$ cat config.mk
export PLATFORM = sky130hd
export DESIGN_NAME = bextdep_seq
export DESIGN_NICKNAME = d
export VERILOG_FILES = /design/src/rtl/bextdep_seq.sv
export SDC_FILE = /design/constraint.sdc
export NUM_CORES = 1
export LEC_CHECK = 0
export BUFFER_PORTS_ARGS = -buffer_cell sky130_fd_sc_hd__buf_4
export CAP_MARGIN = 25
export CORE_MARGIN = 4
export CORE_UTILIZATION = 53
export CTS_CLUSTER_SIZE = 8
export DETAILED_ROUTE_END_ITERATION = 7
export PLACE_DENSITY = 0.77
export SKIP_CTS_REPAIR_TIMING = 1
export SYNTH_ARGS = -nofsm -noshare
export SYNTH_HDL_FRONTEND = slang
export SYNTH_SLANG_ARGS = --single-unit
$ cat constraint.sdc
create_clock -name clk -period 2.3 [get_ports clk]
set_input_delay 0.115 -clock clk [delete_from_list [all_inputs] [get_ports clk]]
set_output_delay 0.115 -clock clk [all_outputs]
set_load 0.02 [all_outputs]
$ cat src/rtl/bextdep_seq.sv
// Iterative bit-extract (BEXT) / bit-deposit (BDEP) unit: one mask bit per cycle,
// valid/ready handshake on request and result sides.
module bextdep_seq #(
    parameter int XLEN       = 32,
    parameter bit EARLY_EXIT = 1'b1
) (
    input  logic            clk,
    input  logic            resetn,
    input  logic            in_valid,
    output logic            in_ready,
    input  logic            in_op,
    input  logic [XLEN-1:0] din1,
    input  logic [XLEN-1:0] din2,
    output logic            out_valid,
    input  logic            out_ready,
    output logic [XLEN-1:0] dout,
    output logic            busy
);

    localparam int IW = $clog2(XLEN);

    typedef enum logic [1:0] {IDLE, BUSY, DONE} state_t;

    state_t          state, state_nxt;
    logic [XLEN-1:0] d_q, m_q, r_q, r_nxt;
    logic            op_q;
    logic [IW-1:0]   i_q, j_q;
    logic            accept, start_done, last;

    assign in_ready   = (state == IDLE) || ((state == DONE) && out_ready);
    assign accept     = in_valid && in_ready;
    // A zero mask only short-circuits when the scan is allowed to stop early.
    assign start_done = EARLY_EXIT && (din2 == '0);
    assign last       = EARLY_EXIT ? ((m_q >> 1) == '0) : (i_q == IW'(XLEN - 1));
    assign out_valid  = (state == DONE);
    assign busy       = (state == BUSY);

    always_comb begin
        r_nxt = r_q;
        if (m_q[0]) begin
            if (op_q)
                r_nxt[i_q] = d_q[j_q];
            else
                r_nxt[j_q] = d_q[i_q];
        end
    end

    always_comb begin
        state_nxt = state;
        if (accept) begin
            state_nxt = start_done ? DONE : BUSY;
        end else begin
            case (state)
                BUSY:    if (last) state_nxt = DONE;
                DONE:    if (out_ready) state_nxt = IDLE;
                default: state_nxt = state;
            endcase
        end
    end

    always_ff @(posedge clk or negedge resetn) begin
        if (!resetn) begin
            state <= IDLE;
            d_q   <= '0;
            m_q   <= '0;
            r_q   <= '0;
            op_q  <= 1'b0;
            i_q   <= '0;
            j_q   <= '0;
            dout  <= '0;
        end else begin
            state <= state_nxt;
            if (accept) begin
                d_q  <= din1;
                m_q  <= din2;
                op_q <= in_op;
                r_q  <= '0;
                i_q  <= '0;
                j_q  <= '0;
                if (start_done)
                    dout <= '0;
            end else if (state == BUSY) begin
                r_q <= r_nxt;
                m_q <= m_q >> 1;
                i_q <= i_q + IW'(1);
                if (m_q[0])
                    j_q <= j_q + IW'(1);
                // dout only moves when a result enters DONE.
                if (last)
                    dout <= r_nxt;
            end
        end
    end

endmodule

==> flow_summary.ini <==
[run_status]
status = finished, violations left
violations = setup timing

[timing]
slew_viol_final = 0
relSlewSlack_pct = 59.8
final_hold_viol_count = 0
period_needed_ns = 2.35
clock.fmax_ghz = 0.426
rsz0062_at_grt = true
setup_ws_ns = -0.0470
holdWs_ns = 0.183
clock_skew_ns = 0.0121
worstMarginPinSlew_ns = 0.604
fin_crit_sh_pct = 102
setup_viol = 23

[placement]
gp_congestion = 0.936
postPlaceCellArea_um2 = 9770
numPortBuffers = 103
dp_hpwl_um = 16400

[finish]
final_util_pct = 72.2
fin_area_um2 = 11100
area_delta_synth_final_pct = 31.6
final_cell_mix = nand2_1 (160), buf_4 (153), nor2_1 (152), dfrtp_1 (139), dlygate4sd3_1 (66)
diodes = 0
mostFrequentLayoutCell = nand2_1
nets = 1221
drive_gt1_share_pct = 19.9
fillCellCount = 1124

[setup_path]
critical_path.slowest_cell = mux4_2
cp-start-kind = flip-flop
critPathArrivalTime_ns = 2.65
cp_max_fo = 9
crit_chain = mux4_2, a32o_2, nor4_4, buf_6, clkbuf_16, o21ai_1, a32oi_1, o2bb2ai_1
max_stage_delay_ns = 0.51
critPathKind = reg2reg
cp_data_required_time_ns = 2.60
endpoint_kind = flip-flop

[power_and_ir_drop]
vdd_drop_max_mv = 1.13
comb_power_share_pct = 40.3
p_per_area_nw_per_um2 = 1010
p_seq_share_pct = 33.5
internal_power_mw = 6.77
clockPowerShare_pct = 26.2
switchingPower_mw = 4.47
power.share.switching_pct = 39.8
p_leak_nw = 4.63
power.total_mw = 11.2

[synthesis]
synthAdderAreaFrac_pct = 1.77
synth_top_family_by_area = simple AND/OR/NAND/NOR gates
ys_ff_latch = 141
synth-simple-area-share_pct = 25.0
ys_warn_count = 0
synth_compound_area_share_pct = 17.9
syn_inst = 978
yosys-mux-area-fraction_pct = 7.77
synthXorXnorAreaFrac_pct = 0.828
ys_seq_area_share_pct = 41.7
synth.avg_cell_area_um2 = 8.66
synth_cell_type_count = 47
netlist_area_um2 = 8470
syn-num-nets = 1059

[die]
die_w_um = 134
dieArea_um2 = 18100
placementRows = 45
dieHeight_um = 134
start_util_pct = 54.9
core-area_um2 = 15400
io_pins = 104

[global_route]
grt_max_degree = 104
overflow = 0
grt_pass1_wl_um = 40800
grt_pass1_vias = 8102
antenna_found_initial = 0
grt_usage_pct = 27.9

[cts]
clock_sinks = 141
numCtsBuffers = 17
root_buffer = clkbuf_16
clock_latency_ns = 0.43
clkTransAtPathRegs_ns = 0.07
cts_tree = done
clockBufferDepth = 2
h-tree-depth = 4

[detailed_routing]
ant_nets = 0
vias = 8623
route.detailed.wl_per_inst_um = 20.0
remaining_drc_errors = 0
first_pass_iters = 6
routed_wl_um = 27300
via_per_inst = 6.32
drt_iter0_drc = 1033

[flow_run]
cap_violations = 0

[hold_path]
worstHoldPathType = in2reg
## through the flow
step           cells  TNS (ns)  setup WS (ns)
2_1_floorplan    978         0          0.116
3_3_place_gp    1262     -1.77        -0.0826
3_5_place_dp    1262     -3.62         -0.126
4_1_cts         1294     -4.85         -0.146
5_1_grt         1364     -4.81         -0.152
6_report        1364    -0.484        -0.0470
## area by class of cell
class | count | area, um2 | area share (%)
clock inverters | 13 | 179 | 1.61
well taps | 211 | 264 | 2.37
clock buffers | 19 | 453 | 4.07
multi-input cells | 733 | 4550 | 40.9
inverters | 12 | 45.0 | 0.404
flip-flops and latches | 141 | 3530 | 31.7
repair buffers | 235 | 2120 | 19.0
## synthesized netlist by cell type, drive strengths merged
library cell	instances	share of area (%)
xor2	5	0.52
and2	2	0.15
a21o	1	0.089
clkbuf	64	2.8
o2bb2ai	32	3.3
nand4	40	3.0
a32o	2	0.24
a21oi	1	0.059
a22oi	1	0.089
mux4	7	1.9
nor2b	3	0.22
a311oi	20	2.1
o211ai	1	0.089
o21ai	67	4.0
and4b	1	0.12
mux2i	50	5.9
nor3b	2	0.18
buf	28	1.7
inv	12	0.53
dfrtp	141	42
xnor2	3	0.31
nand2b	8	0.59
a221oi	1	0.31
nor3	33	2.0
o41ai	3	0.31
nor4b	16	1.7
ha	12	1.8
or3	2	0.15
o31ai	1	0.089
nand2	161	7.1
nand3b	8	0.71
o22ai	5	0.37
o31a	1	0.10
o32ai	1	0.10
nand3	3	0.18
nor2	152	6.7
nor4	17	1.6
and3	1	0.074
or3b	5	0.52
a32oi	65	6.7
## metal layers
| metal | vias to the layer above | part of all wire, % | GRT usage (%) |
|---|---|---|---|
| li1 | 3906 | - | - |
| met1 | 4149 | 40 | 36.5 |
| met2 | 493 | 49 | 45.8 |
| met3 | 75 | 8.6 | 7.20 |
| met4 | 0 | 2.6 | 8.48 |
| met5 | - | 0 | 0 |
## sequential cells by signal, indices dropped and copies added, names as in the netlist
register	flops
d_q	32
op_q	1
i_q	5
m_q	32
r_q	32
dout	32
j_q	5
state	2
## power by group through the flow
stage	Combinational, mW	Clock, mW	Sequential (mW)
2_1_floorplan	2.76	0	3.48
3_3_place_gp	4.00	0	3.75
3_5_place_dp	4.11	0	3.76
4_1_cts	4.13	2.98	3.73
5_1_grt	4.88	3.09	3.82
6_report	4.53	2.95	3.76
## cell families (layout without fill, tap and decap cells)
family | Yosys count | in the layout
simple gates | 454 | 454
buf+inv | 104 | 279
xor+xnor | 8 | 8
mux | 57 | 57
fa+ha+maj | 12 | 12
flops | 141 | 141
compound gates | 202 | 202
## worst max-delay path: cells and delay by family, from the launching register on
| family | cells | cell delay [ns] |
|---|---|---|
| compound gates | 4 | 0.71 |
| buf+inv | 2 | 0.34 |
| flops | 1 | 0.44 |
| mux | 1 | 0.51 |
| simple gates | 1 | 0.22 |
## final timing paths
path	from	end	slack, ns	cells after the start
max	i_q[0]$_DFFE_PN0P_	dout[27]$_DFFE_PN0P_	-0.05	8
min	out_ready	state[1]$_DFFE_PN0P_	0.18	4
max reg2reg	i_q[0]$_DFFE_PN0P_	dout[27]$_DFFE_PN0P_	-0.05	8
min reg2reg	dout[6]$_DFFE_PN0P_	dout[6]$_DFFE_PN0P_	0.49	1
max in group asynchronous	resetn	m_q[3]$_DFFE_PN0P_	1.24	3
min in group asynchronous	resetn	d_q[2]$_DFFE_PN0P_	0.20	2
Power figures use the tool's default switching activity.
